[config.mk]
export PLATFORM = sky130hd
export DESIGN_NAME = tick_seq_ctrl
export DESIGN_NICKNAME = d
export VERILOG_FILES = /design/src/rtl/tick_pkg.sv /design/src/rtl/tick_prescaler.sv /design/src/rtl/tick_seq_ctrl.sv
export SDC_FILE = /design/constraint.sdc
export NUM_CORES = 1
export LEC_CHECK = 0
export BUFFER_PORTS_ARGS = -buffer_cell sky130_fd_sc_hd__buf_2
export CORE_UTILIZATION = 45
export DETAILED_ROUTE_END_ITERATION = 8
export HOLD_SLACK_MARGIN = 0.02
export PLACE_DENSITY = 0.61
export SLEW_MARGIN = 20
export SYNTH_ARGS = -nofsm -noshare
export SYNTH_HDL_FRONTEND = slang
export SYNTH_SLANG_ARGS = --single-unit
[constraint.sdc]
create_clock -name i_clk -period 3.3 [get_ports i_clk]
set_input_delay 0.66 -clock i_clk [delete_from_list [all_inputs] [get_ports i_clk]]
set_output_delay 0.66 -clock i_clk [all_outputs]
set_load 0.01 [all_outputs]
[src/rtl/tick_pkg.sv]
// Shared types for the tick sequencing controller.
// FSM states and mode encodings.
package tick_pkg;

  typedef enum logic [1:0] {
    IDLE  = 2'd0,
    RUN   = 2'd1,
    PAUSE = 2'd2
  } state_e;

  localparam logic MODE_ONESHOT  = 1'b0;
  localparam logic MODE_PERIODIC = 1'b1;

  function automatic logic is_periodic(input logic m);
    return m == MODE_PERIODIC;
  endfunction

endpackage

[src/rtl/tick_prescaler.sv]
// Free-running prescaler: counts enabled cycles, wraps on
// equality with the divide value and flags the wrap cycle.
module tick_prescaler #(
  parameter int CNT_W = 26
) (
  input  logic             i_clk,
  input  logic             i_rst_n,
  input  logic             i_en,
  input  logic             i_clr,
  input  logic [CNT_W-1:0] i_div,
  output logic             o_pulse
);

  logic [CNT_W-1:0] cnt_q;
  logic [CNT_W-1:0] cnt_d;
  logic             hit;

  // Equality wrap only; count never exceeds the divide value.
  assign hit     = (cnt_q == i_div);
  assign o_pulse = i_en & hit;

  always_comb begin
    cnt_d = cnt_q;
    if (i_clr) begin
      cnt_d = '0;
    end else if (i_en) begin
      cnt_d = hit ? '0 : cnt_q + CNT_W'(1);
    end
  end

  always_ff @(posedge i_clk or negedge i_rst_n) begin
    if (!i_rst_n) begin
      cnt_q <= '0;
    end else begin
      cnt_q <= cnt_d;
    end
  end

endmodule

[src/rtl/tick_seq_ctrl.sv]
// Tick sequencing controller: latches a run setup and counts
// prescaler ticks into rounds, one-shot or periodic.
module tick_seq_ctrl
  import tick_pkg::*;
#(
  parameter int CNT_W   = 26,
  parameter int TCK_W   = 8,
  parameter int DIV_RST = 10_000_000
) (
  input  logic             i_clk,
  input  logic             i_rst_n,
  input  logic             i_start,
  input  logic             i_stop,
  input  logic             i_ce,
  input  logic             i_mode,
  input  logic [CNT_W-1:0] i_div,
  input  logic [TCK_W-1:0] i_ticks,
  output logic             o_busy,
  output logic             o_tick,
  output logic             o_done,
  output logic [TCK_W-1:0] o_tick_cnt
);

  state_e           state_q, state_d;
  logic [CNT_W-1:0] div_q, div_d;
  logic [TCK_W-1:0] ticks_q, ticks_d;
  logic             mode_q, mode_d;
  logic [TCK_W-1:0] tcnt_q, tcnt_d;
  logic [TCK_W-1:0] tcnt_inc;
  logic             tick_q, tick_d;
  logic             done_q, done_d;
  logic             busy_q, busy_d;
  logic             active;
  logic             pre_en;
  logic             pre_clr;
  logic             pulse;

  assign active   = (state_q == RUN) | (state_q == PAUSE);
  assign pre_en   = active & i_ce & ~i_stop;
  assign pre_clr  = i_stop | ((state_q == IDLE) & i_start);
  assign tcnt_inc = tcnt_q + TCK_W'(1);

  tick_prescaler #(
    .CNT_W(CNT_W)
  ) u_pre (
    .i_clk  (i_clk),
    .i_rst_n(i_rst_n),
    .i_en   (pre_en),
    .i_clr  (pre_clr),
    .i_div  (div_q),
    .o_pulse(pulse)
  );

  always_comb begin
    state_d = state_q;
    div_d   = div_q;
    ticks_d = ticks_q;
    mode_d  = mode_q;
    tcnt_d  = tcnt_q;
    tick_d  = 1'b0;
    done_d  = 1'b0;
    // Busy trails the state by one edge so it drops after done.
    busy_d  = active;
    if (i_stop) begin
      state_d = IDLE;
      tcnt_d  = '0;
    end else begin
      unique case (state_q)
        IDLE: begin
          if (i_start) begin
            div_d   = i_div;
            ticks_d = i_ticks;
            mode_d  = i_mode;
            tcnt_d  = '0;
            if (i_ticks == '0) begin
              done_d = 1'b1;
            end else begin
              state_d = RUN;
            end
          end
        end
        RUN, PAUSE: begin
          if (!i_ce) begin
            state_d = PAUSE;
          end else begin
            state_d = RUN;
            if (pulse) begin
              tick_d = 1'b1;
              if (tcnt_inc == ticks_q) begin
                done_d = 1'b1;
                tcnt_d = '0;
                if (!is_periodic(mode_q)) begin
                  state_d = IDLE;
                end
              end else begin
                tcnt_d = tcnt_inc;
              end
            end
          end
        end
        default: state_d = IDLE;
      endcase
    end
  end

  always_ff @(posedge i_clk or negedge i_rst_n) begin
    if (!i_rst_n) begin
      state_q <= IDLE;
      div_q   <= CNT_W'(DIV_RST);
      ticks_q <= '0;
      mode_q  <= MODE_ONESHOT;
      tcnt_q  <= '0;
      tick_q  <= 1'b0;
      done_q  <= 1'b0;
      busy_q  <= 1'b0;
    end else begin
      state_q <= state_d;
      div_q   <= div_d;
      ticks_q <= ticks_d;
      mode_q  <= mode_d;
      tcnt_q  <= tcnt_d;
      tick_q  <= tick_d;
      done_q  <= done_d;
      busy_q  <= busy_d;
    end
  end

  assign o_busy     = busy_q;
  assign o_tick     = tick_q;
  assign o_done     = done_q;
  assign o_tick_cnt = tcnt_q;

endmodule
# ---- Word level (Yosys, flattened, before mapping)
# Index checks and enable logic that the tools add are counted.
dict set report totals {
  reg_bits 74
  latchBits 0
  mem_bits_rw 0
  mem_bits_ro 0
  output_inout_bits 11
  word_cells 62
  mem_count 0
}
dict set report classes {
  n_addsub 2
  multipliers 0
  n_div 0
  n_lt_le_gt_ge 0
  eq_ne 8
  shifts 0
  muxes 28
  n_bitwise 7
  reduce_logical 8
}
# op count
set ops {}
lappend ops {{$mux 26} 3}
lappend ops {{$mux 8} 5}
lappend ops {{$add 26x1->26 const B} 1}
lappend ops {{$eq 26x26->1} 1}
lappend ops {{$pmux 8 s2} 1}
lappend ops {{$mux 1} 13}
lappend ops {{$ne 3x3->1 const B} 4}
lappend ops {{$add 8x1->8 const B} 1}
lappend ops {{$eq 8x8->1} 1}
lappend ops {{$logic_not 8->1} 1}
lappend ops {{$mux 2} 4}
lappend ops {{$and 1x1->1} 4}
lappend ops {{$pmux 2 s2} 1}
lappend ops {{$reduce_and 4->1} 1}
lappend ops {{$reduce_and 3->1} 1}
lappend ops {{$reduce_bool 3->1} 1}
lappend ops {{$eq 2x1->1 const B} 1}
lappend ops {{$eq 2x2->1 const B} 1}
lappend ops {{$logic_not 2->1} 1}
lappend ops {{$or 1x1->1} 2}
lappend ops {{$pmux 1 s2} 1}
lappend ops {{$reduce_and 2->1} 1}
lappend ops {{$reduce_bool 2->1} 1}
lappend ops {{$reduce_or 2->1} 1}
lappend ops {{$not 1->1} 1}

# ---- Depth between registers and ports, before layout
# Gate-level depths: netlist of run 1.
dict set report logic_depth {
  word_depth 9
  mapped_depth 9
  mapped_depth_nobuf 8
}

# ---- Modules after synthesis
# A second synthesis of run 1 with hierarchy kept.
dict set report hier_totals {
  cells_unflattened 351
  hier_area_um2 3952.5
}
# module instances cells_per_inst area_per_inst_um2 seq_area_each_um2
set by_module_without_submodules {}
lappend by_module_without_submodules {tick_seq_ctrl 1 186 2245.9 1211.2}
lappend by_module_without_submodules {tick_prescaler 1 165 1706.6 650.6}

# ---- Worst setup path after synthesis of run 1
# Ideal clock, no wire load.
dict set report synth_path {
  path_type {flip-flop to flip-flop}
  startpoint {register state_q[0]}
  endpoint {register u_pre.cnt_q[12]}
  setup_time_ns 0.132
  t_arrival_ns 2.272
  required_ns 3.168
  slack_ns 0.896
  path_stages_with_launch 10
  n_path_buf 1
  synth_period_minus_slack_ns 2.404
  cell_sequence {dfrtp_1 > inv_1 > ha_1 > clkdlybuf4s50_1 > a221oi_2 > nor2_1 > nand3_1 > inv_1 > a21oi_1 > a31oi_1}
}
dict set report synth_via {
  elab_chain_cells 5
  elab_cells_between_ends 10
  classes_between {eq/ne: 2; mux: 1; bitwise: 5; reduce/logical: 2}
}
# element line
set synth_rtl {}
lappend synth_rtl {{start: declaration} tick_seq_ctrl.sv:24} ;# state_e state_q, state_d;
lappend synth_rtl {{start signal: assignment} tick_seq_ctrl.sv:117} ;# state_q <= state_d;
lappend synth_rtl {{$eq 2x1->1 or $eq 2x2->1 (tied branches)} tick_seq_ctrl.sv:38} ;# assign active = (state_q == RUN) | (state_q == PAUSE);
lappend synth_rtl {{$or 1x1->1 *} tick_seq_ctrl.sv:38}
lappend synth_rtl {{net active} tick_seq_ctrl.sv:33} ;# logic active;
lappend synth_rtl {{$and 1x1->1 * (2 in series)} tick_seq_ctrl.sv:39} ;# assign pre_en = active & i_ce & ~i_stop;
lappend synth_rtl {{$reduce_bool 2->1 (no line) *} --}
lappend synth_rtl {{end signal: assignment} tick_prescaler.sv:35} ;# cnt_q <= cnt_d;
lappend synth_rtl {{end: declaration} tick_prescaler.sv:14} ;# logic [CNT_W-1:0] cnt_q;
# Mark *: on every way through the listed nets, which the timed path passes. The rest lies on a longest branch.
# A chain may end at the register's enable or synchronous reset.

# ---- Final worst setup path of run 1
dict set report layout_path {
  startpoint {register tcnt_q[0] (netlist: o_tick_cnt[0])}
  endpoint {register tcnt_q[0] (netlist: o_tick_cnt[0])}
}
dict set report layout_via {
  elab_chain_cells 7
}
# element line
set layout_rtl {}
lappend layout_rtl {{start: declaration} tick_seq_ctrl.sv:28} ;# logic [TCK_W-1:0] tcnt_q, tcnt_d;
lappend layout_rtl {{start signal: assignment} tick_seq_ctrl.sv:121} ;# tcnt_q <= tcnt_d;
lappend layout_rtl {{$add 8x1->8 *} tick_seq_ctrl.sv:41} ;# assign tcnt_inc = tcnt_q + TCK_W'(1);
lappend layout_rtl {{$eq 8x8->1} tick_seq_ctrl.sv:89} ;# if (tcnt_inc == ticks_q) begin
lappend layout_rtl {{$mux 8 *} tick_seq_ctrl.sv:89}
lappend layout_rtl {{$mux 8 *} tick_seq_ctrl.sv:87} ;# if (pulse) begin
lappend layout_rtl {{$mux 8 *} tick_seq_ctrl.sv:83} ;# if (!i_ce) begin
lappend layout_rtl {{$pmux 8 s2 *} tick_seq_ctrl.sv:68} ;# unique case (state_q)
lappend layout_rtl {{$mux 8 *} tick_seq_ctrl.sv:64} ;# if (i_stop) begin
# Every way passes the cells marked *; elsewhere a longest branch is shown, timed or not. The select of a mux whose other input is x is not followed.

==> flow_summary.toml, run 1 <==
[clock_tree]
clock_path_buffers = 2
cts_made_buffers = 9
cts_root_buf = "clkbuf_8"
cts_setup_buffers = 0
cts_tree = "done"
clock_latency_ns = 0.36
h-tree-depth = 3
hold_buffers = 0
cts.sinks = 74
cts_resized = 0
path_clk_slew_ns = 0.08

[placement]
gp_congestion = 0.793
port_buffers = 50
dp_hpwl_mm = 6.41
dpl_cell_area_um2 = 4320

[die]
start_util = 0.462
die_w_um = 96.4
coreArea_um2 = 8680
die-area_um2 = 9290
ioPinCount = 51
row_count = 34
die_y_um = 96.4

[global_routing]
grt_pass1_vias = 2833
overflow = 0
grt_start_max_net_pins = 75
grtUsageTotal = 0.208
grt_pass1_wl_mm = 14.4
grt_antenna_before_repair = 0

[drt]
post_drt_wl_per_cell_um = 16.0
antenna_left = 0
wl_mm = 8.68
routed.top_layer = "met4"
drt-vias-per-instance = 5.58
drt_iter0_drc = 131
num_vias = 3024
first_pass_iters = 4
met1Wirelength_mm = 4.23
drcViolationCount = 0
wl_met2_mm = 3.81
wl_met3_um = 437

[cells_and_area]
synthToLayoutAreaGrowth_pct = 13.4
drive_gt1_frac = 0.304
postLayoutCoreUtil = 0.524
insertedDiodeCount = 0
post-route-cell-area_um2 = 4550
final_common_cell = "dfrtp_1"
layout.nets = 473
layout.cells.most_common_list = "dfrtp_1, buf_2, xnor2_1"

[synthesis]
synth_cell_type_count = 48
synth_flop_cell = "dfrtp_1"
synth_edf_count = 0
netlist_area_um2 = 4010
ys_seq_area_frac = 0.464
synthCells = 380
async_flop_share = 1.00
ys_seq_elements = 74
avgSynthCellArea_um2 = 10.5
synth_top_area_cell = "dfrtp_1"
ys_warn_count = 0
synth_top_area_share = 0.412
ys_top_cells_by_area = "dfrtp_1, mux2_2, xnor2_1"
syn_nets = 424

[sta]
rsz0062_at_grt = "false"
setup_viol = 0
skew_ns = 0.0132
max_freq_ghz = 0.382
post-route-period-util = 0.793
drv_slew = 0
max_slew_margin = 0.377
hold_viol = 0
period_minus_slack_ns = 2.62
setup_tns_ns = 0
tightest_slew_ns = 0.934

[setup_path]
path_max_fanout = 9
cp-start-kind = "flip-flop"
worstPathArrival_ns = 2.85
crit_type = "flip-flop to flip-flop"
endpoint_kind = "flip-flop"
worstPathRequired_ns = 3.53

[power]
p_leak_uw = 0.00195
p_per_area_nw_per_um2 = 543
ir_drop_v = 0.000298

[job]
drv_cap = 0

[hold_path]
hold_path.class = "input port to asynchronous set/reset pin"

[status]
status = "complete, no violations"
==> layer usage <==
layer  vias to the layer above  track usage
li1                       1451            -
met1                      1468        0.311
met2                        85        0.303
met3                        20       0.0321
met4                         0       0.0809
met5                         -            0
==> cell families (layout without fill, tap and decap cells) <==
| family | after synthesis | in the layout | synth area share |
|---|---|---|---|
| AND/OR/NAND/NOR | 138 | 138 | 0.185 |
| flip-flops | 74 | 74 | 0.464 |
| AO/OA/AOI/OAI | 58 | 58 | 0.100 |
| XOR/XNOR | 48 | 48 | 0.105 |
| multiplexers | 36 | 36 | 0.101 |
| buffers and inverters | 22 | 76 | 0.0315 |
| adder cells (fa/ha/maj) | 4 | 4 | 0.0125 |
==> sequential cells by signal, summed over array words and instances (netlist names) <==
name / cells
o_tick_cnt: 8
o_tick: 1
state_q: 2
o_busy: 1
ticks_q: 8
div_q: 26
mode_q: 1
u_pre.cnt_q: 26
o_done: 1
==> metrics by stage <==
stage,total power [uW],std cells,hold slack [ns],setup slack (ns)
final,2470,542,0.431,0.682
after global placement,1680,526,0.502,0.751
after detailed placement,1700,526,0.500,0.700
after CTS,2500,542,0.490,0.688
after floorplan,1540,380,0.364,0.896
after global routing,2600,542,0.524,0.453
==> report_power, final <==
group	switching, uW	leakage [uW]	internal (uW)
clock network	368	0.000110	432
logic	223	0.000899	262
registers	113	0.000942	1070
total	703	0.00195	1760
==> path summary, 6_finish.rpt <==
| check | from | to | slack (ns) | cells after the start |
|---|---|---|---|---|
| setup / recovery | o_tick_cnt[0]$_DFFE_PN0P_ | o_tick_cnt[0]$_DFFE_PN0P_ | 0.68 | 7 |
| min in group i_clk | mode_q$_DFFE_PN0P_ | mode_q$_DFFE_PN0P_ | 0.52 | 1 |
| hold reg to reg | mode_q$_DFFE_PN0P_ | mode_q$_DFFE_PN0P_ | 0.52 | 1 |
| max in group asynchronous | i_rst_n | ticks_q[0]$_DFFE_PN0P_ | 2.24 | 1 |
| setup reg to reg | o_tick_cnt[0]$_DFFE_PN0P_ | o_tick_cnt[0]$_DFFE_PN0P_ | 0.68 | 7 |
| hold / removal | i_rst_n | o_busy$_DFF_PN0_ | 0.43 | 1 |
==> synth_stat cells (all sizes together), types with 5 or more instances <==
master,n
nand2,35
inv,7
a21o,11
a21boi,5
or3,11
a211oi,8
a31oi,6
xor2,11
xnor2,37
nand3,16
a21oi,7
nand4,18
mux2,36
dfrtp,66
dfstp,8
clkbuf,8
nor3,6
o21ai,13
buf,5
nor2,31
==> area by class of cell <==
class,count,area [um^2]
timing repair buffer,53,275
fill,798,4130
clock buffer,9,124
clock inverter,7,103
sequential,74,1860
inverter,7,26.3
tap,108,135
multi-input combinational,284,2020
==> worst max-delay path, stage by stage, from the launching register on <==
cell     delay [ns]
dfrtp_1        0.50
ha_1           0.28
nand3_1        0.17
or3_1          0.40
a22o_1         0.23
nor4_4         0.52
nor2_1         0.13
mux2_2         0.28
Power figures use the tool's default switching activity.
==> inputs of run 2 (changes only) <==
==> constraint.sdc (replaced) <==
create_clock -name i_clk -period 2.58 [get_ports i_clk]
set_input_delay 0.516 -clock i_clk [delete_from_list [all_inputs] [get_ports i_clk]]
set_output_delay 0.516 -clock i_clk [all_outputs]
set_load 0.01 [all_outputs]
==> flow_summary.toml, run 2 (same netlist as run 1, synthesis figures left out) <==
[drt]
wl_met3_um = 255
first_pass_iters = 5
wl_mm = 9.00
antenna_left = 0
wl_met2_mm = 4.01
met1Wirelength_mm = 4.59
drt_iter0_drc = 178
post_drt_wl_per_cell_um = 16.4
drcViolationCount = 0
drt-vias-per-instance = 5.51
routed.top_layer = "met4"
num_vias = 3025

[die]
die-area_um2 = 9290
start_util = 0.462
ioPinCount = 51
row_count = 34
die_y_um = 96.4
coreArea_um2 = 8680
die_w_um = 96.4

[sta]
skew_ns = 0.0154
period_minus_slack_ns = 2.37
rsz0062_at_grt = "false"
max_slew_margin = 0.620
setup_viol = 0
hold_viol = 0
tightest_slew_ns = 0.565
setup_tns_ns = 0
drv_slew = 0
max_freq_ghz = 0.422
post-route-period-util = 0.918

[global_routing]
grt_start_max_net_pins = 42
grtUsageTotal = 0.212
grt_pass1_wl_mm = 14.4
grt_pass1_vias = 2792
grt_antenna_before_repair = 0
overflow = 0

[clock_tree]
clock_latency_ns = 0.36
path_clk_slew_ns = 0.08
clock_path_buffers = 2
cts_tree = "done"
hold_buffers = 0
h-tree-depth = 3
cts_root_buf = "clkbuf_8"
cts.sinks = 74
cts_made_buffers = 9

[cells_and_area]
insertedDiodeCount = 0
synthToLayoutAreaGrowth_pct = 15.3
final_common_cell = "dfrtp_1"
layout.nets = 480
drive_gt1_frac = 0.320
top_regs = "div_q: 26 flops, u_pre.cnt_q: 26 flops"
n_fill_cell = 803
seq_area_um2 = 1860
multiInputGateArea_um2 = 2020
layout.cells.most_common_list = "dfrtp_1, buf_2, xnor2_1"
final_cells = 549

[hold_path]
hold_path.class = "input port to asynchronous set/reset pin"

[placement]
port_buffers = 50
dp_cells = 532
gp_congestion = 0.828
dp_hpwl_mm = 6.66

[setup_path]
rr_endpoint = "o_tick_cnt[5]$_DFFE_PN0P_"
crit_type = "flip-flop to flip-flop"
path_max_fanout = 6
cp-start-kind = "flip-flop"
worstPathArrival_ns = 2.61
r2r_start = "o_tick_cnt[1]$_DFFE_PN0P_"
regToRegSetupSlack_ns = 0.21
endpoint_kind = "flip-flop"
worst_r2r_path_depth = 8
worstPathRequired_ns = 2.83

[job]
drv_cap = 0

[power]
p_per_area_nw_per_um2 = 687
ir_drop_v = 0.000337
p_leak_uw = 0.00199

[status]
status = "complete, no violations"
==> run 2: changes by cell type in the layout (fill, tap and decap cells not counted), moves of 2 or more <==
cell | previous run | this run
clkinv_4 | 3 | 1
buf_12 | 0 | 2
dfrtp_2 | 0 | 2
clkinv_2 | 0 | 2
buf_4 | 4 | 9
dfrtp_1 | 66 | 64
==> run 2: how the worst max path moves through the flow <==
stage                         startpoint                     endpoint  slack [ns]  cells after the start
4_1_cts        o_tick_cnt[1]$_DFFE_PN0P_    o_tick_cnt[5]$_DFFE_PN0P_        0.12                      8
5_1_grt        o_tick_cnt[1]$_DFFE_PN0P_    o_tick_cnt[5]$_DFFE_PN0P_        0.02                      8
3_3_place_gp   o_tick_cnt[1]$_DFFE_PN0P_    o_tick_cnt[7]$_DFFE_PN0P_        0.20                      8
2_1_floorplan     state_q[0]$_DFFE_PN0P_  u_pre.cnt_q[12]$_DFFE_PN0P_        0.18                      9
3_5_place_dp   o_tick_cnt[1]$_DFFE_PN0P_    o_tick_cnt[7]$_DFFE_PN0P_        0.12                      8
6_report       o_tick_cnt[1]$_DFFE_PN0P_    o_tick_cnt[5]$_DFFE_PN0P_        0.21                      8
==> run 2: layout make-up <==
| type | instances | area share |
|---|---|---|
| Multi-Input combinational cell | 284 | 0.438 |
| Clock buffer | 11 | 0.0306 |
| Tap cell | 108 | 0.0292 |
| Inverter | 7 | 0.00568 |
| Timing Repair Buffer | 60 | 0.0763 |
| Sequential cell | 74 | 0.403 |
| Clock inverter | 5 | 0.0171 |
==> run 2: layer usage <==
layer  vias up  GRT usage
li1       1461          -
met1      1507      0.324
met2        45      0.303
met3        12     0.0282
met4         0     0.0809
met5         -          0
==> run 2: critical path: stages (launching register included) <==
cell and delay [ns]:
dfrtp_2 0.42, ha_2 0.24, nand3_1 0.16, or3_1 0.40
a22o_1 0.23, nor4_4 0.39, buf_4 0.21, a211oi_1 0.05
a21o_1 0.16
==> run 2: power by group <==
group / internal [uW] / switching (uW) / total [uW]
clock network: 570 / 452 / 1020
registers: 1370 / 141 / 1510
logic: 345 / 297 / 642
==> run 2: timing repair <==
action                                  CTS  global route
endpoints found under the setup margin    0             5
buffers inserted                          0             1
resized for setup                         0             3
==> run 2: per-stage QoR <==
step            util  power [uW]  worst slack (ns)  instance area (um^2)  hold WS, ns
2_1_floorplan      -        1980             0.176                  4010        0.220
3_3_place_gp   0.506        2160             0.202                  4390        0.500
3_5_place_dp   0.506        2180             0.124                  4390        0.504
4_1_cts        0.531        3200             0.118                  4610        0.165
5_1_grt        0.533        3320            0.0243                  4620        0.200
6_report       0.533        3170             0.212                  4620        0.147
==> inputs of run 3 (changes only) <==
--- a/config.mk
+++ b/config.mk
@@ -13,4 +13,5 @@
 export SLEW_MARGIN = 20
 export SYNTH_ARGS = -nofsm -noshare
 export SYNTH_HDL_FRONTEND = slang
+export SYNTH_HIERARCHICAL = 1
 export SYNTH_SLANG_ARGS = --single-unit
==> flow_summary.toml, run 3 <==
[status]
status = "complete, no violations"

[setup_path]
regToRegSetupSlack_ns = 0.25
setup.worst_path.start = "state_q[1]$_DFFE_PN0P_"
cp_top_family = "simple AND/OR/NAND/NOR gates"
worstPathArrival_ns = 2.55
max_stage_delay_ns = 0.38
crit_type = "flip-flop to flip-flop"
crit_end = "u_pre/cnt_q[21]$_DFFE_PN0P_"
crit_cells = 11
worst_r2r_path_depth = 11
path_max_fanout = 8
cpMostUsedCell = "buf_4"
cpMaxStageDelayCell = "dfrtp_1"
cp-start-kind = "flip-flop"
endpoint_kind = "flip-flop"
worstPathCellList = "inv_1, ha_1, nand2_1, nor2_1, buf_4, o2111ai_2, nor4_4, buf_4, nand4_1, xor2_1, nor2_2"
critical_path_buf_inv_count = 3
rr_endpoint = "u_pre/cnt_q[21]$_DFFE_PN0P_"
worstPathRequired_ns = 2.80
r2r_start = "state_q[1]$_DFFE_PN0P_"

[drt]
wl_mm = 7.80
drcViolationCount = 0
num_vias = 2788
first_pass_iters = 4
antenna_left = 0
drt_iter0_drc = 110
post_drt_wl_per_cell_um = 14.9
drt-vias-per-instance = 5.33

[sta]
rsz0062_at_grt = "false"
max_slew_margin = 0.620
drv_slew = 0
skew_ns = 0.00736
setup_tns_ns = 0
hold_viol = 0
tightest_slew_ns = 0.567
post-route-period-util = 0.902
max_freq_ghz = 0.430
setup_viol = 0
period_minus_slack_ns = 2.33

[cells_and_area]
layout.cells.most_common_list = "dfrtp_1, buf_2, xor2_1"
n_fill_cell = 787
top_regs = "div_q: 26 flops, u_pre/cnt_q: 26 flops"
final_common_cell = "dfrtp_1"
seq_area_um2 = 1860
drive_gt1_frac = 0.390
layout.nets = 458
synthToLayoutAreaGrowth_pct = 15.6
multiInputGateArea_um2 = 2010
insertedDiodeCount = 0

[synthesis]
synth_top_area_share = 0.418
ys_seq_elements = 74
syn_nets = 395
synth_flop_cell = "dfrtp_1"
synth_edf_count = 0
ys_seq_area_frac = 0.471
ys_warn_count = 6
async_flop_share = 1.00
ys_top_cells_by_area = "dfrtp_1, xor2_1, mux2_2"
avgSynthCellArea_um2 = 11.3
synth.most_common_cell = "dfrtp_1"
synth_top_area_cell = "dfrtp_1"
netlist_area_um2 = 3950
yosys-top-cells-count = "dfrtp_1, xor2_1, mux2_2"
synth_cell_type_count = 55
synthCells = 351

[global_routing]
grtUsageTotal = 0.191
grt_use_met3 = 0.0332
grt_start_max_net_pins = 75
grt_pass1_wl_mm = 13.1
grt_antenna_before_repair = 0
grt_pass1_vias = 2712
grt_use_met1 = 0.239
overflow = 0
grt_use_met2 = 0.321
gr-max-usage-layer = "met2"

[clock_tree]
hold_buffers = 0
clock_path_buffers = 2
path_clk_slew_ns = 0.08
cts_tree = "done"
cts_made_buffers = 9
clock_latency_ns = 0.35
cts_root_buf = "clkbuf_8"
h-tree-depth = 3
cts_resized = 0
cts.sinks = 74

[die]
die_w_um = 95.7
start_util = 0.474
coreArea_um2 = 8340
die-area_um2 = 9160
ioPinCount = 51
row_count = 33
die_y_um = 95.7

[power]
finalPower_uw = 3000
ir_drop_v = 0.000401
p_per_area_nw_per_um2 = 657
p_leak_uw = 0.00204

[placement]
dp_hpwl_mm = 5.60
gp_congestion = 0.815
port_buffers = 50

[hold_path]
hold_path.class = "input port to asynchronous set/reset pin"

[job]
drv_cap = 0
run 3: cell type report:
type	instances	share of cell area
Clock buffer	10	0.0301
Clock inverter	5	0.0120
Inverter	8	0.00657
Multi-Input combinational cell	260	0.439
Sequential cell	74	0.407
Tap cell	105	0.0288
Timing Repair Buffer	61	0.0756
run 3: worst min path at each step:
stage,startpoint,slack (ns),end
5_1_grt,i_rst_n,0.22,o_busy$_DFF_PN0_
4_1_cts,i_rst_n,0.19,o_done$_DFF_PN0_
3_3_place_gp,ticks_q[2]$_DFFE_PN0P_,0.51,ticks_q[2]$_DFFE_PN0P_
6_report,i_rst_n,0.18,o_done$_DFF_PN0_
2_1_floorplan,i_rst_n,0.22,div_q[0]$_DFFE_PN0P_
3_5_place_dp,mode_q$_DFFE_PN0P_,0.51,mode_q$_DFFE_PN0P_
run 3: cells by family (layout without fill, tap and decap cells):
kind of cell             Yosys count  count (layout)  synth area share
AO/OA/AOI/OAI                     30              30            0.0601
adder cells (fa/ha/maj)            4               4            0.0127
XOR/XNOR                          59              59             0.131
buffers and inverters             17              84            0.0209
AND/OR/NAND/NOR                  130             130             0.199
flip-flops                        74              74             0.471
multiplexers                      37              37             0.105
run 3: repair_timing:
action                                  in CTS  in global routing
buffers inserted                             0                  1
endpoints found under the setup margin       0                  5
endpoints found under the hold margin        0                  0
run 3: stage by stage:
stage               utilization  cells  hold slack [ns]  setup slack [ns]  area, um^2
global route              0.548    523            0.218           0.00444        4570
floorplan                     -    351            0.220             0.219        3950
CTS                       0.547    522            0.195             0.183        4560
finish                    0.548    523            0.178             0.253        4570
detailed placement        0.524    507            0.512             0.198        4370
global placement          0.524    507            0.510             0.233        4370
run 3: power by group:
group	switching, uW	internal [uW]	total, uW
clock	432	464	896
sequential	132	1370	1500
combinational	293	311	604
run 3: metal layers:
layer	share of wire	wire (um)
met1	0.46	3560
met2	0.49	3820
met3	0.034	268
met4	0.019	146
met5	0	0
